### config.mk
export PLATFORM = sky130hd
export DESIGN_NAME = ysyx_23060170_shift_arb
export DESIGN_NICKNAME = d
export VERILOG_FILES = /design/src/rtl/ysyx_23060170_shift_arb.sv
export SDC_FILE = /design/constraint.sdc
export NUM_CORES = 1
export LEC_CHECK = 0
export BUFFER_PORTS_ARGS = -buffer_cell sky130_fd_sc_hd__buf_4
export CORE_UTILIZATION = 50
export DETAILED_ROUTE_END_ITERATION = 10
export GPL_ROUTABILITY_DRIVEN = 0
export PLACE_DENSITY = 0.73
export SYNTH_ARGS = -nofsm -noshare
export SYNTH_HDL_FRONTEND = slang
export SYNTH_SLANG_ARGS = --single-unit
export TNS_END_PERCENT = 1
### constraint.sdc
create_clock -name clock -period 2 [get_ports clock]
set_input_delay 0.2 -clock clock [delete_from_list [all_inputs] [get_ports clock]]
set_output_delay 0.2 -clock clock [all_outputs]
set_load 0.005 [all_outputs]
### src/rtl/ysyx_23060170_shift_arb.sv
// rtl/ysyx_23060170_shift_arb.sv - round-robin arbiter sharing one 32-bit shifter between two requesters
module ysyx_23060170_shift_arb (
  input  logic        clock,
  input  logic        reset,
  input  logic        flush,
  input  logic        req0_valid,
  output logic        req0_ready,
  input  logic [31:0] req0_src,
  input  logic [4:0]  req0_amt,
  input  logic [2:0]  req0_op,
  input  logic        req1_valid,
  output logic        req1_ready,
  input  logic [31:0] req1_src,
  input  logic [4:0]  req1_amt,
  input  logic [2:0]  req1_op,
  output logic        rsp0_valid,
  input  logic        rsp0_ready,
  output logic        rsp1_valid,
  input  logic        rsp1_ready,
  output logic [31:0] rsp_data,
  output logic        rsp_err
);

  typedef enum logic [1:0] {S_IDLE, S_EXEC, S_RESP} state_e;

  state_e      state_q, state_d;
  // Port that won the last accepted request; reset to 1 so port 0 is favoured first.
  logic        last_gnt_q, last_gnt_d;
  logic [31:0] src_q;
  logic [4:0]  amt_q;
  logic [2:0]  op_q;
  logic        owner_q;
  logic [31:0] data_q;
  logic        err_q;

  logic        gnt0, gnt1, can_accept, accept, rsp_hs;
  logic [31:0] shift_res;
  logic        op_onehot;

  assign gnt1       = req1_valid & (~req0_valid | ~last_gnt_q);
  assign gnt0       = req0_valid & ~gnt1;
  assign can_accept = (state_q == S_IDLE) & ~flush & ~reset;
  assign req0_ready = can_accept & gnt0;
  assign req1_ready = can_accept & gnt1;
  assign accept     = req0_ready | req1_ready;

  // Valid is masked during flush/reset so no handshake can complete on a discarded result.
  assign rsp0_valid = (state_q == S_RESP) & ~owner_q & ~flush & ~reset;
  assign rsp1_valid = (state_q == S_RESP) &  owner_q & ~flush & ~reset;
  assign rsp_hs     = rsp0_valid & rsp0_ready | rsp1_valid & rsp1_ready;
  assign rsp_data   = data_q;
  assign rsp_err    = err_q;

  assign op_onehot = (op_q == 3'b100) | (op_q == 3'b010) | (op_q == 3'b001);

  always_comb begin
    shift_res = 32'h0;
    unique case (op_q)
      3'b100:  shift_res = src_q << amt_q;
      3'b010:  shift_res = src_q >> amt_q;
      3'b001:  shift_res = $unsigned($signed(src_q) >>> amt_q);
      default: shift_res = 32'h0;
    endcase
  end

  always_comb begin
    state_d    = state_q;
    last_gnt_d = last_gnt_q;
    unique case (state_q)
      S_IDLE: begin
        if (accept) begin
          state_d    = S_EXEC;
          last_gnt_d = gnt1;
        end
      end
      S_EXEC:  state_d = S_RESP;
      S_RESP:  if (rsp_hs) state_d = S_IDLE;
      default: state_d = S_IDLE;
    endcase
    if (flush) state_d = S_IDLE;
  end

  always_ff @(posedge clock) begin
    if (reset) begin
      state_q    <= S_IDLE;
      last_gnt_q <= 1'b1;
      src_q      <= 32'h0;
      amt_q      <= 5'h0;
      op_q       <= 3'h0;
      owner_q    <= 1'b0;
      data_q     <= 32'h0;
      err_q      <= 1'b0;
    end else begin
      state_q    <= state_d;
      last_gnt_q <= last_gnt_d;
      if (accept) begin
        src_q   <= gnt1 ? req1_src : req0_src;
        amt_q   <= gnt1 ? req1_amt : req0_amt;
        op_q    <= gnt1 ? req1_op  : req0_op;
        owner_q <= gnt1;
      end
      if (state_q == S_EXEC && !flush) begin
        data_q <= shift_res;
        err_q  <= ~op_onehot;
      end
    end
  end

endmodule

==> Word level (Yosys, flattened, before mapping) <==
Cells that the tools add are included.
{ "word_totals": {"word_cells": 57, "register_bits": 77, "out_inout_bits": 37} }
{ "op_classes": {"n_shift": 3, "n_reduce_logical": 6, "muxes": 7, "bitwise": 26, "eq_ne": 7} }
{ "op_table": {"columns": ["operator", "n"], "rows": [
  ["$pmux 32 s3", 1],
  ["$mux 32", 1],
  ["$shl 32x5->32", 1],
  ["$shr 32x5->32", 1],
  ["$sshr 32x5->32", 1],
  ["$and 1x1->1", 14],
  ["$not 1->1", 7],
  ["$pmux 2 s3", 1],
  ["$mux 5", 1],
  ["$or 1x1->1", 5],
  ["$mux 2", 2],
  ["$ne 2x2->1 const B", 2],
  ["$reduce_and 2->1", 2],
  ["$eq 3x1->1 const B", 1],
  ["$eq 3x2->1 const B", 1],
  ["$eq 3x3->1 const B", 1],
  ["$mux 3", 1],
  ["$eq 2x1->1 const B", 1],
  ["$eq 2x2->1 const B", 1],
  ["$logic_not 2->1", 1],
  ["$reduce_or 2->1", 1],
  ["$logic_and 1x1->1", 1],
  ["$logic_not 1->1", 1]
]} }

==> Longest topological paths before layout <==
Gate-level depths: netlist of run 1.
{ "logic_depth": {"word_depth": 9, "depth_mapped": 10} }

==> Worst setup path after synthesis of run 1 <==
No wires, ideal clock.
{ "synth_timing": {"path_type": "reg-to-reg", "start": "register amt_q[1]", "end": "register data_q[7], in the netlist rsp_data[7]", "n_path_buf": 2, "path_stages_with_launch": 8, "arrival_time_ps": 1830, "path_slack_ps": 53, "setup_ps": 117, "synth_period_minus_slack_ps": 1947, "path_cell_list": "dfxtp_1 buf_6 buf_6 mux4_2 mux2_2 a21oi_2 o221ai_1 a32o_1"} }
{ "synth_via": {"elab_chain_len": 2, "word_cells_on_any_way": 4, "cone_classes": "shift (3); mux (1)"} }
{ "synth_rtl": {"columns": ["item", "line", "rtl"], "rows": [
  ["from (decl)", "30", "logic [4:0] amt_q;"],
  ["from (signal assigned)", "98", "amt_q <= gnt1 ? req1_amt : req0_amt;"],
  ["$sshr 32x5->32 (tied with other cells)", "61", "3'b001: shift_res = $unsigned($signed(src_q) >>> amt_q);"],
  ["$pmux 32 s3 *", "58", "unique case (op_q)"],
  ["to (signal assigned)", "103", "data_q <= shift_res;"],
  ["to (decl)", "33", "logic [31:0] data_q;"]
]} }
Every way passes the cells marked *; elsewhere a longest branch is shown, timed or not.
A chain may end at the register's enable or synchronous reset.

==> Final worst setup path of run 1 <==
{ "layout_timing": {"start": "register amt_q[0]", "end": "register data_q[8], in the netlist rsp_data[8]"} }
The elaborated chain is that of the path after synthesis.

==> results of run 1 <==
final timing paths:
kind | start | end | slack, ns | depth (start not counted)
worst max-delay path | amt_q[0]$_SDFFE_PP0P_ | rsp_data[8]$_SDFFE_PP0P_ | -0.28 | 7
worst min-delay path | flush | state_q[1]$_SDFFE_PP0P_ | 0.05 | 2
worst max register to register | amt_q[0]$_SDFFE_PP0P_ | rsp_data[8]$_SDFFE_PP0P_ | -0.28 | 7
worst min register to register | rsp_data[29]$_SDFFE_PP0P_ | rsp_data[29]$_SDFFE_PP0P_ | 0.46 | 2
what timing repair did:
| action | CTS | global route |
|---|---|---|
| setup buffers | 23 | 3 |
| gates resized for setup | 56 | 60 |
| endpoints found under the setup margin | 32 | 42 |
| cloned | 1 | 0 |
| pin swaps | 12 | 14 |
logic make-up after synthesis:
| family | after synthesis | synth area share (%) |
|---|---|---|
| buffers and inverters | 103 | 8.20 |
| AOI/OAI and AO/OA | 195 | 18.5 |
| and+or+nand+nor | 250 | 16.0 |
| xor gates and xnor gates | 3 | 0.350 |
| DFF | 77 | 20.5 |
| muxes | 197 | 36.4 |
sequential cells by signal, indices dropped and copies added (netlist names):
signal      count
rsp_data       32
src_q          32
amt_q           5
op_q            3
state_q         2
last_gnt_q      1
owner_q         1
rsp_err         1
metal layers:
| layer | vias up | share of wire (%) |
|---|---|---|
| met3 | 153 | 11 |
| li1 | 3664 | - |
| met1 | 3875 | 38 |
| met4 | 0 | 6.0 |
| met5 | - | 0 |
| met2 | 677 | 45 |
cells in the final DEF (no fill, tap or decap), types with 4 or more instances in the layout:
cell type and count:
sky130_fd_sc_hd__a311oi_1 4, sky130_fd_sc_hd__nor2b_1 6, sky130_fd_sc_hd__mux4_2 52, sky130_fd_sc_hd__a221oi_2 5
sky130_fd_sc_hd__buf_12 11, sky130_fd_sc_hd__mux2_4 5, sky130_fd_sc_hd__mux2_2 18, sky130_fd_sc_hd__buf_4 303
sky130_fd_sc_hd__a211o_1 5, sky130_fd_sc_hd__nand2_1 41, sky130_fd_sc_hd__dfxtp_1 70, sky130_fd_sc_hd__a21oi_2 10
sky130_fd_sc_hd__o21ai_1 9, sky130_fd_sc_hd__nand4_1 4, sky130_fd_sc_hd__mux2i_4 5, sky130_fd_sc_hd__nor3_1 16
sky130_fd_sc_hd__mux2i_2 13, sky130_fd_sc_hd__nor2_1 107, sky130_fd_sc_hd__mux4_1 5, sky130_fd_sc_hd__a211oi_1 47
sky130_fd_sc_hd__nand3_1 9, sky130_fd_sc_hd__o21ai_0 17, sky130_fd_sc_hd__mux2i_1 99, sky130_fd_sc_hd__dfxtp_2 4
sky130_fd_sc_hd__nor4_1 8, sky130_fd_sc_hd__nor4b_1 4, sky130_fd_sc_hd__a21oi_1 21, sky130_fd_sc_hd__buf_6 4
sky130_fd_sc_hd__nand3b_1 5, sky130_fd_sc_hd__clkbuf_16 9, sky130_fd_sc_hd__nor3_2 6, sky130_fd_sc_hd__nor2_2 5
sky130_fd_sc_hd__a211oi_2 6, sky130_fd_sc_hd__o21a_1 4, sky130_fd_sc_hd__o211ai_1 4, sky130_fd_sc_hd__nand2b_1 9
sky130_fd_sc_hd__and3_1 4, sky130_fd_sc_hd__o22ai_1 15
power by group through the flow:
stage	sequential [mW]	combinational [mW]	clock, mW
3_3_place_gp	1.83	2.00	0
5_1_grt	1.82	2.49	1.77
6_report	1.81	2.38	1.72
2_1_floorplan	1.71	1.32	0
3_5_place_dp	1.84	2.03	0
4_1_cts	1.79	2.20	1.71
metrics by stage:
stage / hold slack, ns / worst slack, ns / power, mW / utilization (%) / instance area, um^2
floorplan: 0.278 / 0.0525 / 3.03 / - / 7500
global placement: 0.408 / -0.410 / 3.83 / 65.1 / 9490
detailed placement: 0.416 / -0.419 / 3.87 / 65.1 / 9490
CTS: 0.0436 / -0.146 / 5.70 / 69.8 / 10200
global route: 0.0624 / -0.342 / 6.08 / 71.8 / 10500
finish: 0.0508 / -0.277 / 5.91 / 71.8 / 10500
Yosys cell counts, types with 10 or more instances:
library cell | n | share of area, %
sky130_fd_sc_hd__buf_4 | 13 | 1.3
sky130_fd_sc_hd__a211oi_1 | 53 | 5.3
sky130_fd_sc_hd__nand2_1 | 43 | 2.2
sky130_fd_sc_hd__dfxtp_1 | 77 | 21
sky130_fd_sc_hd__nor4_1 | 12 | 1.0
sky130_fd_sc_hd__o22ai_1 | 18 | 1.5
sky130_fd_sc_hd__buf_6 | 10 | 1.5
sky130_fd_sc_hd__mux2_2 | 23 | 3.5
sky130_fd_sc_hd__mux4_2 | 52 | 16
sky130_fd_sc_hd__nor2_1 | 113 | 5.7
sky130_fd_sc_hd__a21oi_1 | 30 | 2.0
sky130_fd_sc_hd__clkbuf_1 | 47 | 2.4
sky130_fd_sc_hd__mux2i_1 | 117 | 16
sky130_fd_sc_hd__o21ai_0 | 25 | 1.7
sky130_fd_sc_hd__nor3_1 | 21 | 1.4
sky130_fd_sc_hd__buf_2 | 18 | 1.2
cell type report:
cell class              instances  area share (%)
clock buffers                  12            2.45
repair buffers                322            24.9
multi-input cells             645            54.9
inverters                       5           0.179
clock inverters                 4           0.454
flip-flops and latches         77            14.9
well taps                     184            2.20
==> out/qor.txt, run 1 <==
STA
--------------------------------------------------------------------------------------------------
Clk_skew                                                                                0.00816 ns
Final Max Slew Viols                                                                             0
Total Neg Setup Slack                                                                     -4.42 ns
Worst-margin pin slew                                                                     0.669 ns
Final setup violation count                                                                     31
Share of the clock period used by the worst path after layout                                 114%
Unrepaired setup endpoints after global routing                                               true
Worst slew slack as a fraction of its limit                                                  54.9%
Minimum setup slack in the final design                                                  -0.277 ns
Fmax                                                                                       439 MHz
Hold Fails Final Rpt                                                                             0
Clock period minus worst slack                                                             2.28 ns

YOSYS
--------------------------------------------------------------------------------------------------
Share of flip-flops with an asynchronous set or reset after synthesis                           0%
Post-synth EDFFs                                                                                 0
Post-synthesis instance area                                                          0.00750 mm^2
Post-Syn Area per Cell                                                                   9.10 um^2
Syn Inst Count                                                                                 825
Syn nets                                                                                       912
Warning count from the yosys run                                                                 0
Sequential cell area fraction in the yosys report                                            20.5%
Total of flip-flops plus latches after synthesis                                                77
Number of different library cells in the post-synthesis netlist                                 77
Primary FF master, synth                                                              sky130_fd_sc_hd__dfxtp_1

GLOBAL ROUTE
--------------------------------------------------------------------------------------------------
Most congested layer reported by global routing                                               met2
Met3 global-route usage                                                                      8.16%
Met2 usage in global routing                                                                 53.8%
Total global routing overflow                                                                    0
Via count of the first global-routing pass                                                    7610
First-pass GRT wire length                                                                 42.1 mm
Number of antenna violations at the first check in global routing                                0
Pin count of the biggest net entering global routing                                            76
Grt met1 use                                                                                 44.2%
GR Util All Layers                                                                           34.4%

CRITICAL PATH
--------------------------------------------------------------------------------------------------
Worst-path cell chain                                                                 buf_8 > buf_12 > mux2i_2 > mux2i_1 > o21ai_0 > o21ai_0 > o21ai_0
Slowest stage delay, CP                                                                    0.56 ns
Kind of end point of the critical path                                                        flop
Critical Path RT                                                                           2.28 ns
CP max stage cell                                                                     sky130_fd_sc_hd__o21ai_0
Arrival time of the worst setup path                                                       2.56 ns
Kind of start point of the critical path                                                      flop
Dominant delay contributor by cell family on the critical path                        compound AO/OA/AOI/OAI gates
Most prevalent standard cell on the critical path                                     sky130_fd_sc_hd__o21ai_0
WS Path Type                                                                          flop to flop
Number of buffer and inverter stages on the critical path                                        2
Top fanout value on the critical path                                                           19

DIE
--------------------------------------------------------------------------------------------------
Starting Density                                                                             51.4%
Area of the die                                                                        0.0155 mm^2
Die boundary height                                                                         125 um
DIE WIDTH                                                                                   125 um
I/O pin count                                                                                  124
Row cnt                                                                                         44
Placeable core region                                                                  0.0146 mm^2

DETAILED ROUTING
--------------------------------------------------------------------------------------------------
Residual DRC                                                                                     0
DRT antenna net count                                                                            0
Vias per inst                                                                                 6.70
Routed wirelength normalized by instance count                                             22.3 um
Starting DRT DRC Count                                                                        1184
Final wirelength                                                                           27.9 mm
Drt first pass iters                                                                             6
DR vias                                                                                       8369

PWR
--------------------------------------------------------------------------------------------------
Seq pwr share                                                                                30.6%
Lkg Pwr                                                                                    4.01 nW
Peak ir drop on the vdd network                                                             474 uV
Logic gate share of total power                                                              40.3%
Total internal power                                                                       3.86 mW
Clock power frac                                                                             29.1%
Switch Pwr                                                                                 2.05 mW
Pwr Density                                                                            565 mW/mm^2
Switching Share                                                                              34.7%

CELLS AND AREA
--------------------------------------------------------------------------------------------------
Diodes inserted                                                                                  0
Multi-input logic area                                                                0.00575 mm^2
Number of fill cells                                                                          1011
Final cell count without fillers                                                              1249
Share of cells above drive strength 1                                                        47.2%
FF/Latch Area                                                                         0.00156 mm^2
Nets                                                                                          1147
Synth-to-Final Area Change                                                                   39.6%

RUN STATUS
--------------------------------------------------------------------------------------------------
Run status                                                                            finished, violations left
Failing checks                                                                        setup timing

HOLD PATH
--------------------------------------------------------------------------------------------------
Worst min-delay path category                                                         input pin to flop

CLOCK TREE
--------------------------------------------------------------------------------------------------
Maximum number of buffers from clock root to sink                                                2
Sink Count                                                                                      77
TritonCTS Buffers                                                                                9
Latest clock arrival within the worst-skew pair                                            0.36 ns
Clock transition time at the flip-flop clock pins of the worst setup and hold paths        0.06 ns
Clock tree from TritonCTS                                                                      yes
# hold bufs at CTS                                                                               0
CTS H-Tree Depth                                                                                 3
Clock Tree Root                                                                       sky130_fd_sc_hd__clkbuf_16

PLACEMENT
--------------------------------------------------------------------------------------------------
Inst Count DP                                                                                 1206
DP HPWL                                                                                    19.8 mm
IO Port Bufs                                                                                   123

JOB
--------------------------------------------------------------------------------------------------
Number of maximum-capacitance constraint violations                                              0

Power figures use the tool's default switching activity.
==> run 2, diff against run 1 <==
--- a/config.mk
+++ b/config.mk
@@ -9,7 +9,8 @@
 export CORE_UTILIZATION = 50
 export DETAILED_ROUTE_END_ITERATION = 10
 export GPL_ROUTABILITY_DRIVEN = 0
-export PLACE_DENSITY = 0.73
+export PLACE_DENSITY = 0.7
+export REMOVE_ABC_BUFFERS = 1
 export SYNTH_ARGS = -nofsm -noshare
 export SYNTH_HDL_FRONTEND = slang
 export SYNTH_SLANG_ARGS = --single-unit
==> constraint.sdc (replaced) <==
create_clock -name clock -period 2.2 [get_ports clock]
set_input_delay 0.22 -clock clock [delete_from_list [all_inputs] [get_ports clock]]
set_output_delay 0.22 -clock clock [all_outputs]
set_load 0.005 [all_outputs]
==> out/qor.txt, run 2 (same netlist as run 1, synthesis figures left out) <==
HOLD PATH
--------------------------------------------------------------------------------------------------
Hold Path Origin                                                                             flush
Sink of the worst hold path                                                           state_q[1]$_SDFFE_PP0P_
Worst min-delay path category                                                         input pin to flop
Hold path cells                                                                                  2   unchanged

DIE
--------------------------------------------------------------------------------------------------
I/O pin count                                                                                  124   unchanged
Row cnt                                                                                         44   unchanged
DIE WIDTH                                                                                   125 um   unchanged
Die boundary height                                                                         125 um   unchanged
Placeable core region                                                                  0.0146 mm^2   unchanged
Starting Density                                                                             51.4%   unchanged
Area of the die                                                                        0.0155 mm^2   unchanged

CRITICAL PATH
--------------------------------------------------------------------------------------------------
Worst-case register-to-register setup slack                                              0.0009 ns   +0.28 ns
Top fanout value on the critical path                                                           21   +2
Arrival time of the worst setup path                                                       2.44 ns   -0.12 ns
Worst R2R End                                                                         rsp_data[20]$_SDFFE_PP0P_
Worst R2R Path Depth                                                                             7   unchanged
Critical Path RT                                                                           2.44 ns   +0.16 ns
Kind of start point of the critical path                                                      flop
WS Path Type                                                                          flop to flop
R2R Path Start                                                                        amt_q[1]$_SDFFE_PP0P_
Kind of end point of the critical path                                                        flop

STA
--------------------------------------------------------------------------------------------------
Final setup violation count                                                                      0   -100%
Hold Fails Final Rpt                                                                             0   unchanged
Unrepaired setup endpoints after global routing                                               true
Clk_skew                                                                                 0.0146 ns   +0.00647 ns
Worst slew slack as a fraction of its limit                                                  54.6%   -0.29 points
Final Max Slew Viols                                                                             0   unchanged
Clock period minus worst slack                                                             2.20 ns   -0.0778 ns
Share of the clock period used by the worst path after layout                                 100%   -14 points
Worst-margin pin slew                                                                     0.671 ns   +0.00191 ns
Fmax                                                                                       455 MHz   +3.5%

DETAILED ROUTING
--------------------------------------------------------------------------------------------------
Starting DRT DRC Count                                                                         861   -27%
DRT antenna net count                                                                            0   unchanged
Routed wirelength normalized by instance count                                             21.8 um   -2.2%
DR vias                                                                                       7892   -5.7%
Vias per inst                                                                                 6.68   -0.27%
Residual DRC                                                                                     0   unchanged
Drt first pass iters                                                                             7   +1
Final wirelength                                                                           25.8 mm   -7.6%

CLOCK TREE
--------------------------------------------------------------------------------------------------
Sink Count                                                                                      77   unchanged
Latest clock arrival within the worst-skew pair                                            0.36 ns   about the same
Maximum number of buffers from clock root to sink                                                2   unchanged
CTS H-Tree Depth                                                                                 3   unchanged
TritonCTS Buffers                                                                                9   unchanged
Clock Tree Root                                                                       sky130_fd_sc_hd__clkbuf_16
Clock transition time at the flip-flop clock pins of the worst setup and hold paths        0.06 ns   about the same
Clock tree from TritonCTS                                                                      yes

CELLS AND AREA
--------------------------------------------------------------------------------------------------
Multi-input logic area                                                                0.00544 mm^2   -5.4%
Most common library cell in the layout ignoring fill and taps                         sky130_fd_sc_hd__buf_4
Diodes inserted                                                                                  0   unchanged
Number of fill cells                                                                          1198   +18%
Synth-to-Final Area Change                                                                   27.6%
Commonest cells after routing, fill and taps aside                                    241 x sky130_fd_sc_hd__buf_4, 112 x sky130_fd_sc_hd__nor2_1, 111 x sky130_fd_sc_hd__mux2i_1, 72 x sky130_fd_sc_hd__dfxtp_1
Nets                                                                                          1079   -5.9%
Final cell count without fillers                                                              1181   -5.4%
FF/Latch Area                                                                         0.00156 mm^2   -0.16%
Share of cells above drive strength 1                                                        38.1%   -9.1 points

PWR
--------------------------------------------------------------------------------------------------
Pwr Density                                                                            519 mW/mm^2   -8.1%
Total power consumption of the routed design                                               4.97 mW   -16%
Peak ir drop on the vdd network                                                             405 uV   -15%
Lkg Pwr                                                                                    3.59 nW   -10%

GLOBAL ROUTE
--------------------------------------------------------------------------------------------------
Total global routing overflow                                                                    0   unchanged
Pin count of the biggest net entering global routing                                            59   -22%
GR Util All Layers                                                                           33.1%   -1.4 points
First-pass GRT wire length                                                                 40.1 mm   -4.7%
Number of antenna violations at the first check in global routing                                0   unchanged
Via count of the first global-routing pass                                                    7290   -4.2%

RUN STATUS
--------------------------------------------------------------------------------------------------
Run status                                                                               completed

PLACEMENT
--------------------------------------------------------------------------------------------------
DP HPWL                                                                                    19.3 mm   -2.5%
IO Port Bufs                                                                                   123   unchanged
Inst Count DP                                                                                 1162   -3.6%

JOB
--------------------------------------------------------------------------------------------------
Number of maximum-capacitance constraint violations                                              0   unchanged

run 2: changes by cell type in the layout (fill, tap and decap cells not counted), sizes merged:
cell,before,now
buf,322,254
bufinv,1,0
clkinv,3,4
run 2: stage by stage:
step	setup slack [ns]	hold slack, ns	utilization (%)	TNS [ns]	cell area [um^2]
after floorplan	-4.56	0.289	-	-274.83	6910
after global routing	-0.0775	0.0758	65.7	-0.287	9580
after detailed placement	-0.0801	0.439	63.0	-0.0801	9190
after CTS	0.00202	0.0653	65.0	0	9480
after global placement	-0.0852	0.432	63.0	-0.0852	9190
final	0.000909	0.0734	65.7	0	9580
run 2: how the worst max path moves through the flow:
stage	start	endpoint	slack, ns	cells past startpoint
6_report	amt_q[1]$_SDFFE_PP0P_	rsp_data[20]$_SDFFE_PP0P_	0.0009	7
5_1_grt	amt_q[1]$_SDFFE_PP0P_	rsp_data[24]$_SDFFE_PP0P_	-0.08	10
4_1_cts	amt_q[1]$_SDFFE_PP0P_	rsp_data[29]$_SDFFE_PP0P_	0.002	7
3_5_place_dp	amt_q[2]$_SDFFE_PP0P_	rsp_data[29]$_SDFFE_PP0P_	-0.08	7
3_3_place_gp	amt_q[2]$_SDFFE_PP0P_	rsp_data[29]$_SDFFE_PP0P_	-0.09	7
2_1_floorplan	last_gnt_q$_SDFFE_PP1P_	amt_q[1]$_SDFFE_PP0P_	-4.56	5
run 2: routing by layer:
metal  track usage, %  share of wire [%]
met5                0                  0
met4             15.3                4.5
met2             49.4                 44
met3             8.98                 12
met1             44.3                 40
run 2: repair_timing:
item / 4_1_cts / 5_1_grt
hold buffers: 0 / 0
resized for setup: 3 / 20
setup buffers: 0 / 3
pin swaps: 0 / 2
setup endpoints to repair: 4 / 26
cloned: 0 / 0
run 2: power by group:
group | internal (mW) | total [mW] | switching (mW)
Combinational | 0.934 | 1.87 | 0.931
Sequential | 1.48 | 1.66 | 0.184
Clock | 0.820 | 1.44 | 0.624
Total | 3.23 | 4.97 | 1.74
run 2: final cells by class:
class | count | share of cell area (%)
well taps | 184 | 2.40
multi-input cells | 645 | 56.8
flip-flops and latches | 77 | 16.2
inverters | 5 | 0.196
repair buffers | 254 | 21.5
clock inverters | 4 | 0.235
clock buffers | 12 | 2.68
run 2: critical path, cell delays in order, from the launching register on:
cell and delay (ns):
sky130_fd_sc_hd__dfxtp_4 0.38, sky130_fd_sc_hd__buf_12 0.18, sky130_fd_sc_hd__buf_4 0.13, sky130_fd_sc_hd__mux4_2 0.50, sky130_fd_sc_hd__mux2_2 0.29, sky130_fd_sc_hd__a21oi_1 0.34
sky130_fd_sc_hd__o211a_1 0.21, sky130_fd_sc_hd__nor3_1 0.05
